**config.mk**
```make
export PLATFORM = sky130hd
export DESIGN_NAME = uart_rx_flat
export DESIGN_NICKNAME = d
export VERILOG_FILES = /design/src/rtl/uart_pkg.sv /design/src/rtl/uart_rx_if.sv /design/src/rtl/sync_2ff.sv /design/src/rtl/uart_rx.sv /design/src/flat_wrapper.sv
export SDC_FILE = /design/constraint.sdc
export NUM_CORES = 1
export LEC_CHECK = 0
export CAP_MARGIN = 20
export CORE_ASPECT_RATIO = 0.8
export CORE_MARGIN = 2
export CORE_UTILIZATION = 54
export CTS_CLUSTER_SIZE = 25
export DETAILED_ROUTE_END_ITERATION = 7
export GPL_TIMING_DRIVEN = 0
export HOLD_SLACK_MARGIN = 0.06
export PLACE_DENSITY = 0.84
export SLEW_MARGIN = 20
export SYNTH_ARGS = -nofsm -noshare
export SYNTH_HDL_FRONTEND = slang
export SYNTH_HIERARCHICAL = 1
export SYNTH_SLANG_ARGS = --single-unit
```
**constraint.sdc**
```tcl
create_clock -name clk -period 2 [get_ports clk]
set_input_delay 0.3 -clock clk [delete_from_list [all_inputs] [get_ports clk]]
set_output_delay 0.3 -clock clk [all_outputs]
set_load 0.02 [all_outputs]
```
**src/rtl/uart_pkg.sv**
```systemverilog
// Shared UART definitions: receiver state encoding and default framing parameters.
package uart_pkg;
  typedef enum logic [2:0] {IDLE, START, DATA, STOP, WAIT_HI} uart_rx_state_t;

  localparam int UART_DATA_BITS          = 8;
  localparam int UART_OVERSAMPLE_DEFAULT = 16;
endpackage

```
**src/rtl/uart_rx_if.sv**
```systemverilog
// Core-side byte handshake of the UART receiver plus its error pulses.
interface uart_rx_if;
  import uart_pkg::*;

  logic [UART_DATA_BITS-1:0] rx_data;
  logic                      rx_valid;
  logic                      rx_ready;
  logic                      frame_err;
  logic                      overrun;

  modport master (output rx_data, rx_valid, frame_err, overrun, input rx_ready);
  modport slave  (input rx_data, rx_valid, frame_err, overrun, output rx_ready);
endinterface

```
**src/rtl/sync_2ff.sv**
```systemverilog
// Two-flop synchronizer for a single asynchronous bit, with selectable reset value.
module sync_2ff #(
  parameter logic RST_VAL = 1'b0
) (
  input  logic clk,
  input  logic reset_n,
  input  logic i_d,
  output logic o_q
);
  logic r_meta, r_sync;

  always_ff @(posedge clk or negedge reset_n) begin
    if (!reset_n) begin
      r_meta <= RST_VAL;
      r_sync <= RST_VAL;
    end else begin
      r_meta <= i_d;
      r_sync <= r_meta;
    end
  end

  assign o_q = r_sync;
endmodule

```
**src/rtl/uart_rx.sv**
```systemverilog
// 8N1 UART receiver: mid-bit sampling on oversample ticks, single-entry
// valid/ready holding register, pulsed framing-error and overrun flags.
module uart_rx
  import uart_pkg::*;
#(
  parameter int OVERSAMPLE = UART_OVERSAMPLE_DEFAULT
) (
  input  logic        clk,
  input  logic        reset_n,
  input  logic        os_clk,
  input  logic        rx,
  uart_rx_if.master   bus
);
  localparam int TW   = $clog2(OVERSAMPLE);
  localparam int HALF = OVERSAMPLE / 2;
  localparam int DW   = UART_DATA_BITS;

  localparam logic [TW-1:0] C_HALF = TW'(HALF - 1);
  localparam logic [TW-1:0] C_LAST = TW'(OVERSAMPLE - 1);
  localparam logic [2:0]    C_BMAX = 3'(DW - 1);

  localparam logic [2:0] S_IDLE    = 3'(IDLE);
  localparam logic [2:0] S_START   = 3'(START);
  localparam logic [2:0] S_DATA    = 3'(DATA);
  localparam logic [2:0] S_STOP    = 3'(STOP);
  localparam logic [2:0] S_WAIT_HI = 3'(WAIT_HI);

  logic          w_rx_s, w_tick, w_stop_smp;
  logic          r_os_q;
  logic [2:0]    r_state;
  logic [TW-1:0] r_tcnt;
  logic [2:0]    r_bidx;
  logic [DW-1:0] r_shift;
  logic [DW-1:0] r_data;
  logic          r_valid, r_ferr, r_ovr;

  sync_2ff #(.RST_VAL(1'b1)) u_rx_sync (
    .clk     (clk),
    .reset_n (reset_n),
    .i_d     (rx),
    .o_q     (w_rx_s)
  );

  always_ff @(posedge clk or negedge reset_n) begin
    if (!reset_n) r_os_q <= 1'b0;
    else          r_os_q <= os_clk;
  end

  assign w_tick     = os_clk & ~r_os_q;
  assign w_stop_smp = w_tick && (r_state == S_STOP) && (r_tcnt == C_LAST);

  // Compares use the pre-increment count, so the check lands on the Nth tick.
  always_ff @(posedge clk or negedge reset_n) begin
    if (!reset_n) begin
      r_state <= S_IDLE;
      r_tcnt  <= '0;
      r_bidx  <= '0;
      r_shift <= '0;
    end else if (w_tick) begin
      case (r_state)
        S_IDLE: if (!w_rx_s) begin
          r_tcnt  <= '0;
          r_state <= S_START;
        end
        S_START: begin
          r_tcnt <= r_tcnt + 1'b1;
          if (r_tcnt == C_HALF) begin
            if (w_rx_s) r_state <= S_IDLE;
            else begin
              r_tcnt  <= '0;
              r_bidx  <= '0;
              r_state <= S_DATA;
            end
          end
        end
        S_DATA: begin
          r_tcnt <= r_tcnt + 1'b1;
          if (r_tcnt == C_LAST) begin
            r_shift <= {w_rx_s, r_shift[DW-1:1]};
            r_tcnt  <= '0;
            r_bidx  <= r_bidx + 3'd1;
            if (r_bidx == C_BMAX) r_state <= S_STOP;
          end
        end
        S_STOP: begin
          r_tcnt <= r_tcnt + 1'b1;
          if (r_tcnt == C_LAST) begin
            r_tcnt  <= '0;
            r_state <= w_rx_s ? S_IDLE : S_WAIT_HI;
          end
        end
        S_WAIT_HI: if (w_rx_s) r_state <= S_IDLE;
        default:   r_state <= S_IDLE;
      endcase
    end
  end

  // Holding register: a same-cycle consume frees the slot for the new byte.
  always_ff @(posedge clk or negedge reset_n) begin
    if (!reset_n) begin
      r_data  <= '0;
      r_valid <= 1'b0;
      r_ferr  <= 1'b0;
      r_ovr   <= 1'b0;
    end else begin
      r_ferr <= w_stop_smp & ~w_rx_s;
      r_ovr  <= 1'b0;
      if (r_valid && bus.rx_ready) r_valid <= 1'b0;
      if (w_stop_smp && w_rx_s) begin
        if (!r_valid || bus.rx_ready) begin
          r_data  <= r_shift;
          r_valid <= 1'b1;
        end else begin
          r_ovr <= 1'b1;
        end
      end
    end
  end

  assign bus.rx_data   = r_data;
  assign bus.rx_valid  = r_valid;
  assign bus.frame_err = r_ferr;
  assign bus.overrun   = r_ovr;
endmodule

```
**src/flat_wrapper.sv**
```systemverilog
// flat-port wrapper written by rule: the top's interface ports become plain ports
module uart_rx_flat import uart_pkg::*;
#(
  parameter int OVERSAMPLE = UART_OVERSAMPLE_DEFAULT
)
  (clk, reset_n, os_clk, rx, bus_rx_data, bus_rx_valid, bus_frame_err, bus_overrun, bus_rx_ready);
  uart_rx_if bus_i ();
  input  logic clk;
  input  logic reset_n;
  input  logic os_clk;
  input  logic rx;
  output wire logic [$bits(bus_i.rx_data)-1:0] bus_rx_data;
  output wire logic [$bits(bus_i.rx_valid)-1:0] bus_rx_valid;
  output wire logic [$bits(bus_i.frame_err)-1:0] bus_frame_err;
  output wire logic [$bits(bus_i.overrun)-1:0] bus_overrun;
  input wire logic [$bits(bus_i.rx_ready)-1:0] bus_rx_ready;
  assign bus_rx_data = bus_i.rx_data;
  assign bus_rx_valid = bus_i.rx_valid;
  assign bus_frame_err = bus_i.frame_err;
  assign bus_overrun = bus_i.overrun;
  assign bus_i.rx_ready = bus_rx_ready;
  uart_rx #(.OVERSAMPLE(OVERSAMPLE)) u_core (.clk(clk), .reset_n(reset_n), .os_clk(os_clk), .rx(rx), .bus(bus_i));
endmodule
```
==> metrics <==
status complete, no violations; via count 978; Max Fclk 537 MHz; syn nets 124; clock latency on the worst-skew pair 0.31 ns; synthesized area 1420 um^2; Tcrit/Tclk final 93.2%; Setup-failing EPs final 0; max cap viols 0; Worst setup SP type register; total global-route track usage 19.2%; # rows 16; layout net count 147; critical-path cell list ha_2 -> and4_2 -> nand3_1 -> nor2b_1 -> buf_4 -> mux2_2; clk root buf clkbuf_4; drt first pass iters 4; Slew Limit Headroom 54.4%; Pleak 0.773 nW; number of vias per cell 5.59; Synth Register Bits 32; crit path max fanout 8; drt wl/cell 14.3 um; reg2reg path depth 6; GP Congestion 0.847; Core ar. 2480 um^2; critical path type register to register; HP Start u_core/u_rx_sync/r_meta; Detailed Route WL 2.50 mm; synthesized area per cell 12.3 um^2; Num CTS Buffers 5; DP Cell Count 167; crit path buf inv count 1; # DRC 0; Required @ worst endpoint 2.20 ns; cell area after layout 1690 um^2; Placement Cell Area 1610 um^2; Final min period 1.86 ns; worst r2r dst u_core/bus.rx_data[5]; Warnings, synthesis 6; Initial Utilization 57.3%; Setup Skew 0.00691 ns; Worst Hold Depth 0; Max Transition Viols Final 0; clock-pin slew on the worst setup and hold paths 0.09 ns; pin slew with the least headroom to its limit 0.684 ns; Peak VDD IR 0.000552 V; max incr delay on CP 0.39 ns; die area 3060 um^2; Clock H-tree levels 2; clock buffer depth 2; area grow syn2layout 18.9%; HP Class register to register; share of cells above drive strength 1 29.5%; Non-Filler Instances 175; Seq/Total Area, Yosys 56.5%; I/O pins 16; cell family with most CP delay simple AND/OR/NAND/NOR gates; Min-Delay Endpoint u_core/u_rx_sync/o_q; commonest non-fill, non-tap cell in the layout dfrtp_1; Final Hold Fails 0; DP HPWL 1.81 mm; critical path endpoint category register; Crit-path slowest cell dfrtp_1; start point of the critical path u_core/r_tcnt[0]; hold_ws 0.359 ns; cell area power density 867 nW/um^2; die span in x 61.4 um; die height 49.9 um; WP data arrival 2.07 ns; CTS tree done; clk sink count 32; Worst R2R Setup Slack 0.14 ns; Remaining Overflow, GRT 0; critical register-to-register path startpoint u_core/r_tcnt[0]; Mapped Cells 116; final antenna-violating net count 0; Ant. Diodes 0; number of global-route vias before repair 975; pin count of the biggest net entering global routing 33; first-pass GRT wire length 4.32 mm; synth unique cells 38; IO Port Bufs 15; most frequent cells in the layout dfrtp_1 (30), mux2_2 (16), clkdlybuf4s50_1 (14); total power 1.47 mW; initial antenna violation count 0; unrepaired setup endpoints after global routing no; FILL cells 200; initial DRC count 35
==> worst max-delay path by stage <==
stage | cells past startpoint | to | slack, ns
after floorplan | 6 | u_core/bus.rx_data[0] | 0.29
after global placement | 6 | u_core/r_shift[7] | -0.08
after detailed placement | 6 | u_core/r_shift[5] | -0.09
after CTS | 6 | u_core/bus.rx_data[1] | 0.05
after global routing | 6 | u_core/bus.rx_data[1] | 0.009
final | 6 | u_core/bus.rx_data[5] | 0.14
==> worst register-to-register path, stage by stage (launching register included) <==
cell and delay [ns]:
dfrtp_1 0.39, ha_2 0.26, and4_2 0.31, nand3_1 0.14, nor2b_1 0.13, buf_4 0.18, mux2_2 0.36
==> where the power goes <==
group	internal, mW	leakage [nW]	switching, mW
registers	0.705	0.426	0.0341
clock network	0.199	0.0374	0.195
logic	0.128	0.309	0.204
total	1.03	0.773	0.433
==> layer usage <==
metal	wire [um]	global-route usage, %	vias up
met2	1270	30.7	20
met3	91	5.77	6
li1	-	-	466
met4	23	7.80	0
met5	0	0	-
met1	1120	24.1	486
==> state kept, by name, summed over array words and instances (netlist names) <==
register / cells
u_core/r_state: 3
u_core/r_os_q: 1
u_core/r_tcnt: 4
u_core/u_rx_sync/o_q: 1
u_core/bus.rx_data: 8
u_core/r_bidx: 3
u_core/bus.overrun: 1
u_core/u_rx_sync/r_meta: 1
u_core/bus.rx_valid: 1
u_core/bus.frame_err: 1
u_core/r_shift: 8
==> layout make-up <==
class	instances	area, um^2	share of cell area (%)
Timing Repair Buffer	16	155	9.18
Buffer	8	50.0	2.96
Inverter	1	3.75	0.222
Tap cell	36	45.0	2.66
Clock buffer	7	65.1	3.85
Sequential cell	32	803	47.5
Multi-Input combinational cell	75	568	33.6
==> synth_stat cells (all sizes together) <==
cell    count  area share, %
dfrtp      30             53
mux2       17             14
o21ai      13            4.6
nand2      10            2.6
buf         6            2.9
nor2        4            1.1
ha          3            2.6
nand3       3            1.1
a22o        2            1.4
clkbuf      2           0.62
dfstp       2            3.7
nand2b      2           0.88
nor3b       2            1.4
nor4        2           0.88
a21o        1           0.53
a21oi       1           0.35
a22oi       1           0.53
a31oi       1           0.44
a41oi       1           0.62
and3        1           0.44
and4        1           0.62
and4bb      1           0.88
inv         1           0.26
nand4       1           0.44
nand4b      1           0.62
nor2b       1           0.44
nor3        1           0.35
o311ai      1           0.62
o41ai       1           0.62
or3b        1           0.62
or4b        1           0.70
xnor2       1           0.62
==> what timing repair did <==
item / in CTS / in global routing
endpoints found under the setup margin: 0 / 16
gates resized for setup: 0 / 2
hold buffers: 1 / 0
setup buffers: 0 / 0
endpoints found under the hold margin: 30 / 0
==> kinds of logic (layout without fill, tap and decap cells) <==
group           after synthesis  in the layout  synth area share [%]
compound gates               22             22                  9.68
xor+xnor                      1              1                 0.616
fa+ha+maj                     3              3                  2.64
buf+inv                       9             32                  3.78
flops                        32             32                  56.5
mux                          17             17                  13.7
simple gates                 32             32                  13.0
==> per-stage QoR <==
step	utilization (%)	setup TNS, ns	setup slack, ns
3_3_place_gp	65.1	-0.531	-0.0788
2_1_floorplan	-	0	0.292
5_1_grt	68.1	0	0.00919
3_5_place_dp	64.9	-0.602	-0.0945
4_1_cts	67.9	0	0.0498
6_report	68.1	0	0.137
No activity file was read; power rests on OpenSTA's default activity.
